## config.mk

```make
export PLATFORM = sky130hd
export DESIGN_NAME = mac_accum_ctrl
export DESIGN_NICKNAME = d
export VERILOG_FILES = /design/src/rtl/mac_accum_ctrl.sv
export SDC_FILE = /design/constraint.sdc
export NUM_CORES = 1
export LEC_CHECK = 0
export CORE_ASPECT_RATIO = 1.5
export CORE_MARGIN = 10
export CORE_UTILIZATION = 55
export CTS_BUF_LIST = sky130_fd_sc_hd__clkbuf_4
export CTS_CLUSTER_DIAMETER = 30
export CTS_CLUSTER_SIZE = 8
export DETAILED_ROUTE_END_ITERATION = 8
export PLACE_DENSITY = 0.86
export SYNTH_ARGS = -nofsm -noshare
export SYNTH_HDL_FRONTEND = slang
export SYNTH_SLANG_ARGS = --single-unit
export TNS_END_PERCENT = 50
```

## constraint.sdc

```tcl
create_clock -name clk -period 3.89 [get_ports clk]
set_input_delay 0.5835 -clock clk [delete_from_list [all_inputs] [get_ports clk]]
set_output_delay 0.5835 -clock clk [all_outputs]
set_load 0.02 [all_outputs]
```

## src/rtl/mac_accum_ctrl.sv

```systemverilog
// Accumulator register and job sequencer for the MAC datapath: sums a programmed
// number of unsigned products and returns the total with a sticky carry-out flag.
module mac_accum_ctrl #(
  parameter int PROD_W = 33,
  parameter int ACC_W  = 34,
  parameter int CNT_W  = 8
) (
  input  logic              clk,
  input  logic              rst_n,
  input  logic              start,
  input  logic [CNT_W-1:0]  num_terms,
  input  logic [PROD_W-1:0] prod_data,
  input  logic              prod_valid,
  output logic              prod_ready,
  output logic [ACC_W-1:0]  acc_data,
  output logic              acc_valid,
  input  logic              acc_ready,
  output logic              acc_ovf,
  output logic              busy,
  output logic [CNT_W-1:0]  terms_left
);

  typedef enum logic [1:0] {IDLE, ACC, DONE} state_t;

  state_t             state, state_next;
  logic [ACC_W-1:0]   acc, acc_next, sum;
  logic               ovf, ovf_next;
  logic [CNT_W-1:0]   cnt, cnt_next;

  // Product top bit is always 0, so a carry shows up as the accumulator MSB
  // falling from 1 to 0 across the addition.
  function automatic logic carry_out(input logic [ACC_W-1:0] a,
                                     input logic [ACC_W-1:0] s);
    return a[ACC_W-1] & ~s[ACC_W-1];
  endfunction

  assign sum = acc + {{(ACC_W-PROD_W){1'b0}}, prod_data};

  always_comb begin
    state_next = state;
    acc_next   = acc;
    ovf_next   = ovf;
    cnt_next   = cnt;
    prod_ready = 1'b0;
    acc_valid  = 1'b0;
    case (state)
      IDLE: begin
        if (start) begin
          acc_next = '0;
          ovf_next = 1'b0;
          if (num_terms != '0) begin
            cnt_next   = num_terms;
            state_next = ACC;
          end else begin
            state_next = DONE;
          end
        end
      end
      ACC: begin
        prod_ready = 1'b1;
        if (prod_valid) begin
          acc_next = sum;
          if (carry_out(acc, sum)) ovf_next = 1'b1;
          cnt_next = cnt - 1'b1;
          if (cnt == {{(CNT_W-1){1'b0}}, 1'b1}) state_next = DONE;
        end
      end
      DONE: begin
        acc_valid = 1'b1;
        if (acc_ready) state_next = IDLE;
      end
      default: state_next = IDLE;
    endcase
  end

  always_ff @(posedge clk) begin
    if (!rst_n) begin
      state <= IDLE;
      acc   <= '0;
      ovf   <= 1'b0;
      cnt   <= '0;
    end else begin
      state <= state_next;
      acc   <= acc_next;
      ovf   <= ovf_next;
      cnt   <= cnt_next;
    end
  end

  assign acc_data   = acc;
  assign acc_ovf    = ovf;
  assign busy       = (state != IDLE);
  assign terms_left = cnt;

endmodule

```

[Word level (Yosys, flattened, before mapping)]
Index checks and enable logic that the tools add are counted.
Storage, ports and cells
  logic and storage cells: 44
  output and inout bits: 46
  input port bits: 46
  register bits after elaboration: 45
Cells by class
  bitwise gates (word level): 2
  add/subtract/negate cells: 2
  equal/unequal tests: 9
  reduce and logical (&&, ||, !) cells: 8
  muxes and demuxes: 19
Operators by type and width (count)
  34-bit two-way mux: 2
  34-bit case mux with 2 select lines: 1
  34-bit by 33-bit adder with 34-bit output: 1
  8-bit two-way mux: 3
  8-bit case mux with 2 select lines: 1
  2-bit != test (second input constant): 6
  4-bit AND reduction: 3
  2-bit two-way mux: 5
  8-bit by 1-bit == test with 1-bit output (second input constant): 1
  8-bit nonzero test: 1
  8-bit by 1-bit subtractor with 8-bit output (second input constant): 1
  2-bit case mux with 3 select lines: 1
  1-bit two-way mux: 5
  2-bit nonzero test: 2
  3-bit AND reduction: 1
  2-bit by 1-bit == test with 1-bit output (second input constant): 1
  2-bit == test (second input constant): 1
  2-bit logical NOT: 1
  1-bit case mux with 2 select lines: 1
  1-bit AND: 1
  1-bit inverter: 1

[Logic depth before layout (Yosys ltp)]
  depth in word-level cells: 6
  mapped depth: 12
  mapped depth without buffers: 11

[Least setup slack after synthesis]
Ideal clock, no wire load.
  path kind: input to register
  start point: input port prod_data[0]
  end point: register acc[28] (netlist: acc_data[28])
  setup slack: 1.139 ns
  stages: 10
  data required time: 3.770 ns
  path buffers: 0
  arrival: 2.631 ns
  library setup time: 0.120 ns
  cell sequence: ha_1 -> inv_1 -> fa_1 -> nand2b_1 -> a21oi_2 -> o211ai_1 -> a2111oi_4 -> o211ai_1 -> and4_1 -> a211o_1
On the way
  cells in the longest elaborated chain, start to end: 3
Ends and longest elaborated chain
  start, declared: RTL line 12  | input logic [PROD_W-1:0] prod_data,
  34-bit by 33-bit adder with 34-bit output: RTL line 37  | assign sum = acc + {{(ACC_W-PROD_W){1'b0}}, prod_data};
  34-bit two-way mux: RTL line 61  | if (prod_valid) begin
  34-bit case mux with 2 select lines: RTL line 46  | case (state)
  end signal, assigned: RTL line 84  | acc <= acc_next;
  end, declared: RTL line 26  | logic [ACC_W-1:0] acc, acc_next, sum;
Every way passes these cells. The select of a mux whose other input is x is not followed.
A chain may end at the register's enable or synchronous reset.

[Worst setup path after layout]
  start point: input port prod_data[8]
  end point: register acc[33] (netlist: acc_data[33])
The elaborated chain is that of the path after synthesis.

==> metrics.md <==
| Metric | Value |
|---|---|
| Status | finished clean |
| H-Tree Level Count | 2 |
| Clock latency on the worst-skew pair | about 0.39 ns |
| Max transition margin | between 50 and 60% |
| Overflow left after global routing | 0 |
| Ys flop type | dfxtp_1 |
| Final TNS setup | 0 ns |
| Share of power burned in combinational logic | between 30% and 40% |
| Detailed-routing iteration count for the pre-antenna-repair pass | 6 |
| CTS tree | built |
| Number of global-route vias before repair | between 4000 and 5000 |
| Crit path largest cell delay | 0.45 ns |
| WL per Instance | 17.12 µm |
| DRC viols | 0 |
| Clock Sink Count | 45 |
| Commonest non-fill, non-tap cells in the layout | 91 x clkdlybuf4s50_1, 59 x nand2_1, 45 x dfxtp_1 |
| Internal power | 0.9196 mW |
| Min-Delay Endpoint | acc_data[30]$_SDFFE_PN0P_ |
| Max_cap viols | 0 |
| Setup Skew | between 0.007 and 0.008 ns |
| Number of DRC markers after the initial detailed-route iteration | 284 |
| Worst hold start | acc_data[30]$_SDFFE_PN0P_ |
| Pins Over Slew Limit | 0 |
| CP Cell Sequence | clkdlybuf4s50_1, ha_1, nand4_1, a211oi_2, o21ai_2, a2111oi_4, o21a_1, o21bai_1, a21oi_1, ha_1, a22oi_1, nor2b_1 |
| Switching Share | between 30% and 40% |
| Net count, final | 657 |
| Worst Path Class, Setup | in -> reg |
| Metal1 wirelength | about 4200 µm |
| Delay-heaviest family, CP | compound AO/OA/AOI/OAI gates |
| Placement Rows | 36 |
| Power per standard cell area | slightly below 300 nW/µm² |
| Vias per cell | between 6 and 7 |
| Clock group share of total power | between 20% and 30% |
| Initial Utilization | a little under three fifths |
| Leading cell type in the layout, fill and taps excluded | clkdlybuf4s50_1 |
| Clock Tree Buf Depth | 2 |
| Crit share post-route | approximately four fifths |
| Library cell occupying the most area in the post-synthesis netlist | dfxtp_1 |
| Required @ worst endpoint | about 4.2 ns |
| Met3 wire len | 842 µm |
| Antenna cells | 0 |
| Static Leakage | slightly above 2 nW |
| Detail Route Antenna Nets | 0 |
| Ports placed on the boundary | 92 |
| Tightest Pin Transition | 0.7429 ns |
| Bufs and invs on worst path | 1 |
| Achievable clock frequency | 323.0 MHz |
| Met2 wirelength from detailed routing | approximately 5700 µm |
| Mapped Area | 3759 µm² |
| Crit start category | input pin |
| Maximum fanout along the worst path | 6 |
| Depth of the worst hold-timing path | 2 |
| Die outline area | 10610 µm² |
| Hold Fails Final Rpt | 0 |
| Die Width | around 90 µm |
| Setup violation total in the final timing report | 0 |
| Area contributors post-synth | dfxtp_1 24%, ha_1 12%, nand2_1 5.9%, o21ai_0 5.9%, a21oi_1 5.2% |
| Synth top area share | 23.97% |
| Worst IR Drop VDD | approximately 0.00032 V |
| Dpl hpwl | about 9000 µm |
| Clock-pin slew on the worst setup and hold paths | ~0.14 ns |
| Startpoint of the worst-slack reg-to-reg timing path | acc_data[8]$_SDFFE_PN0P_ |
| Layout cell share with drive strength beyond 1 | under 10% |
| Net switching power | roughly 0.49 mW |
| Minimum clock period | 3.096 ns |
| Total routing usage reported by global routing | 20.65% |
| Data arrival time of the critical path | 3.39 ns |
| Sequential fraction of the synthesis area | 23.97% |
| Crit Reg-Reg Endpoint | acc_data[33]$_SDFFE_PN0P_ |
| Number of flip-flops and latches in the synthesized netlist | 45 |
| Number of antenna violations at the first check in global routing | 0 |
| Num CTS Buffers | 5 |
| Final Core Density | 73.61% |
| Sequential share of power | 36.9% |
| Gate count after technology mapping | 488 |
| Overall via count from detail_route | about 4000 |
| Root buf cell | clkbuf_4 |
| Number of port buffers | approximately 90 |
| Unique cell type count in the Yosys netlist | 57 |
| Number of setup buffers added after CTS | 0 |
| Cell with the largest stage delay on the worst path | clkdlybuf4s50_1 |
| Post-Synthesis Net Count | between 500 and 600 |
| CTS resizes | 0 |
| Filler Cell Count | approximately 550 |
| DIE HEIGHT | ~120 µm |
| Synthesized area per cell | about 7.7 µm² |
| CP endpoint kind | flop |
| Area grow syn2layout | 28.79% |
| Cell repeated most along the worst path | ha_1 |
| Pin count of the biggest net entering global routing | 18 |
| Placer congestion estimate | 0.9307 |
| Number of flops mapped to enable cells by yosys | 0 |
| Share of flip-flops with an asynchronous set or reset | 0% |
| RSZ-0062 raised after global routing | no |
| Core area | about 6600 µm² |
| Flop2flop setup slack | around 1.1 ns |
| First-pass GRT wire length | about 18000 µm |
| Hold-fix buffers, CTS | 0 |
| Yosys Warn Count | 0 |
| Top routing layer in use | met4 |
| Tightest Hold Check Type | reg -> reg |
| FF-to-FF path depth | 11 |
| Post-Route WL | 11150 µm |
==> layer usage <==
metal | global-route usage [%] | up-vias
li1 | - | 1976
met1 | 21.39 | 1823
met2 | 36.63 | 164
met3 | 6.048 | 31
met4 | 9.600 | 0
met5 | 0 | -
==> final cells by class <==
type                       count  area [µm²]  share of cell area [%]
multi-input combinational    409        2726                   56.32
timing repair buffer          97       955.9                   19.75
sequential                    45       900.9                   18.61
tap                           76       95.09                   1.964
clock inverter                 3       65.06                   1.344
inverter                      16       60.06                   1.241
clock buffer                   5       37.54                  0.7754
==> power groups by stage <==
stage / Combinational, mW / Sequential (mW) / Clock (mW)
after floorplan: 0.291 / 0.558 / 0
after global placement: 0.503 / 0.530 / 0
after detailed placement: 0.513 / 0.531 / 0
after CTS: 0.518 / 0.521 / 0.379
after global routing: 0.568 / 0.526 / 0.397
final: 0.520 / 0.521 / 0.372
==> per-stage QoR <==
step	hold WS [ns]	cells	setup WS (ns)	instance area (µm²)	total power [mW]
5_1_grt	0.5184	651	0.6278	4841	1.492
3_5_place_dp	0.4627	643	0.4479	4738	1.044
6_report	0.4851	651	0.7943	4841	1.413
3_3_place_gp	0.4624	643	0.5365	4738	1.032
4_1_cts	0.4820	651	0.8528	4841	1.418
2_1_floorplan	0.5386	488	1.139	3759	0.8494
==> synthesized netlist by cell type, drive strengths merged, types with 8 or more instances <==
cell and count:
a211oi 8, a21o 13, a21oi 40, a22oi 18, clkbuf 15, dfxtp 45
ha 36, inv 16, nand2 59, nand2b 8, nand3 12, nand4 8
nor2 33, nor2b 19, o211ai 12, o21ai 46, xnor2 10, xor2 10
==> cell families after synthesis <==
family,count (synthesis),synth area share (%)
DFF,45,23.97
adders and majority gates,37,12.52
xor gates and xnor gates,20,4.660
and+or+nand+nor,168,21.67
muxes,4,1.099
buffers and inverters,34,3.495
AOI/OAI and AO/OA,180,32.59
==> worst max-delay path by stage <==
stage / start / endpoint / slack (ns) / cells past startpoint
floorplan: prod_data[0] / acc_data[28]$_SDFFE_PN0P_ / 1.14 / 10
CTS: prod_data[8] / acc_data[33]$_SDFFE_PN0P_ / 0.85 / 12
finish: prod_data[8] / acc_data[33]$_SDFFE_PN0P_ / 0.79 / 12
global placement: prod_data[0] / acc_data[28]$_SDFFE_PN0P_ / 0.54 / 11
detailed placement: prod_data[0] / acc_data[28]$_SDFFE_PN0P_ / 0.45 / 11
global route: prod_data[8] / acc_data[33]$_SDFFE_PN0P_ / 0.63 / 12
==> flip-flops by register name (all words and copies together) (netlist names) <==
name,flops
state,2
acc_data,34
acc_ovf,1
terms_left,8
==> worst register-to-register path, cell delays in order (launching register included) <==
cell,delay (ns)
dfxtp_1,0.37
ha_1,0.41
nand4_1,0.19
a211oi_2,0.24
o21ai_2,0.14
a2111oi_4,0.43
o21a_1,0.22
o21bai_1,0.07
a21oi_1,0.17
ha_1,0.25
a22oi_1,0.16
nor2b_1,0.07
Power figures use the tool's default switching activity.
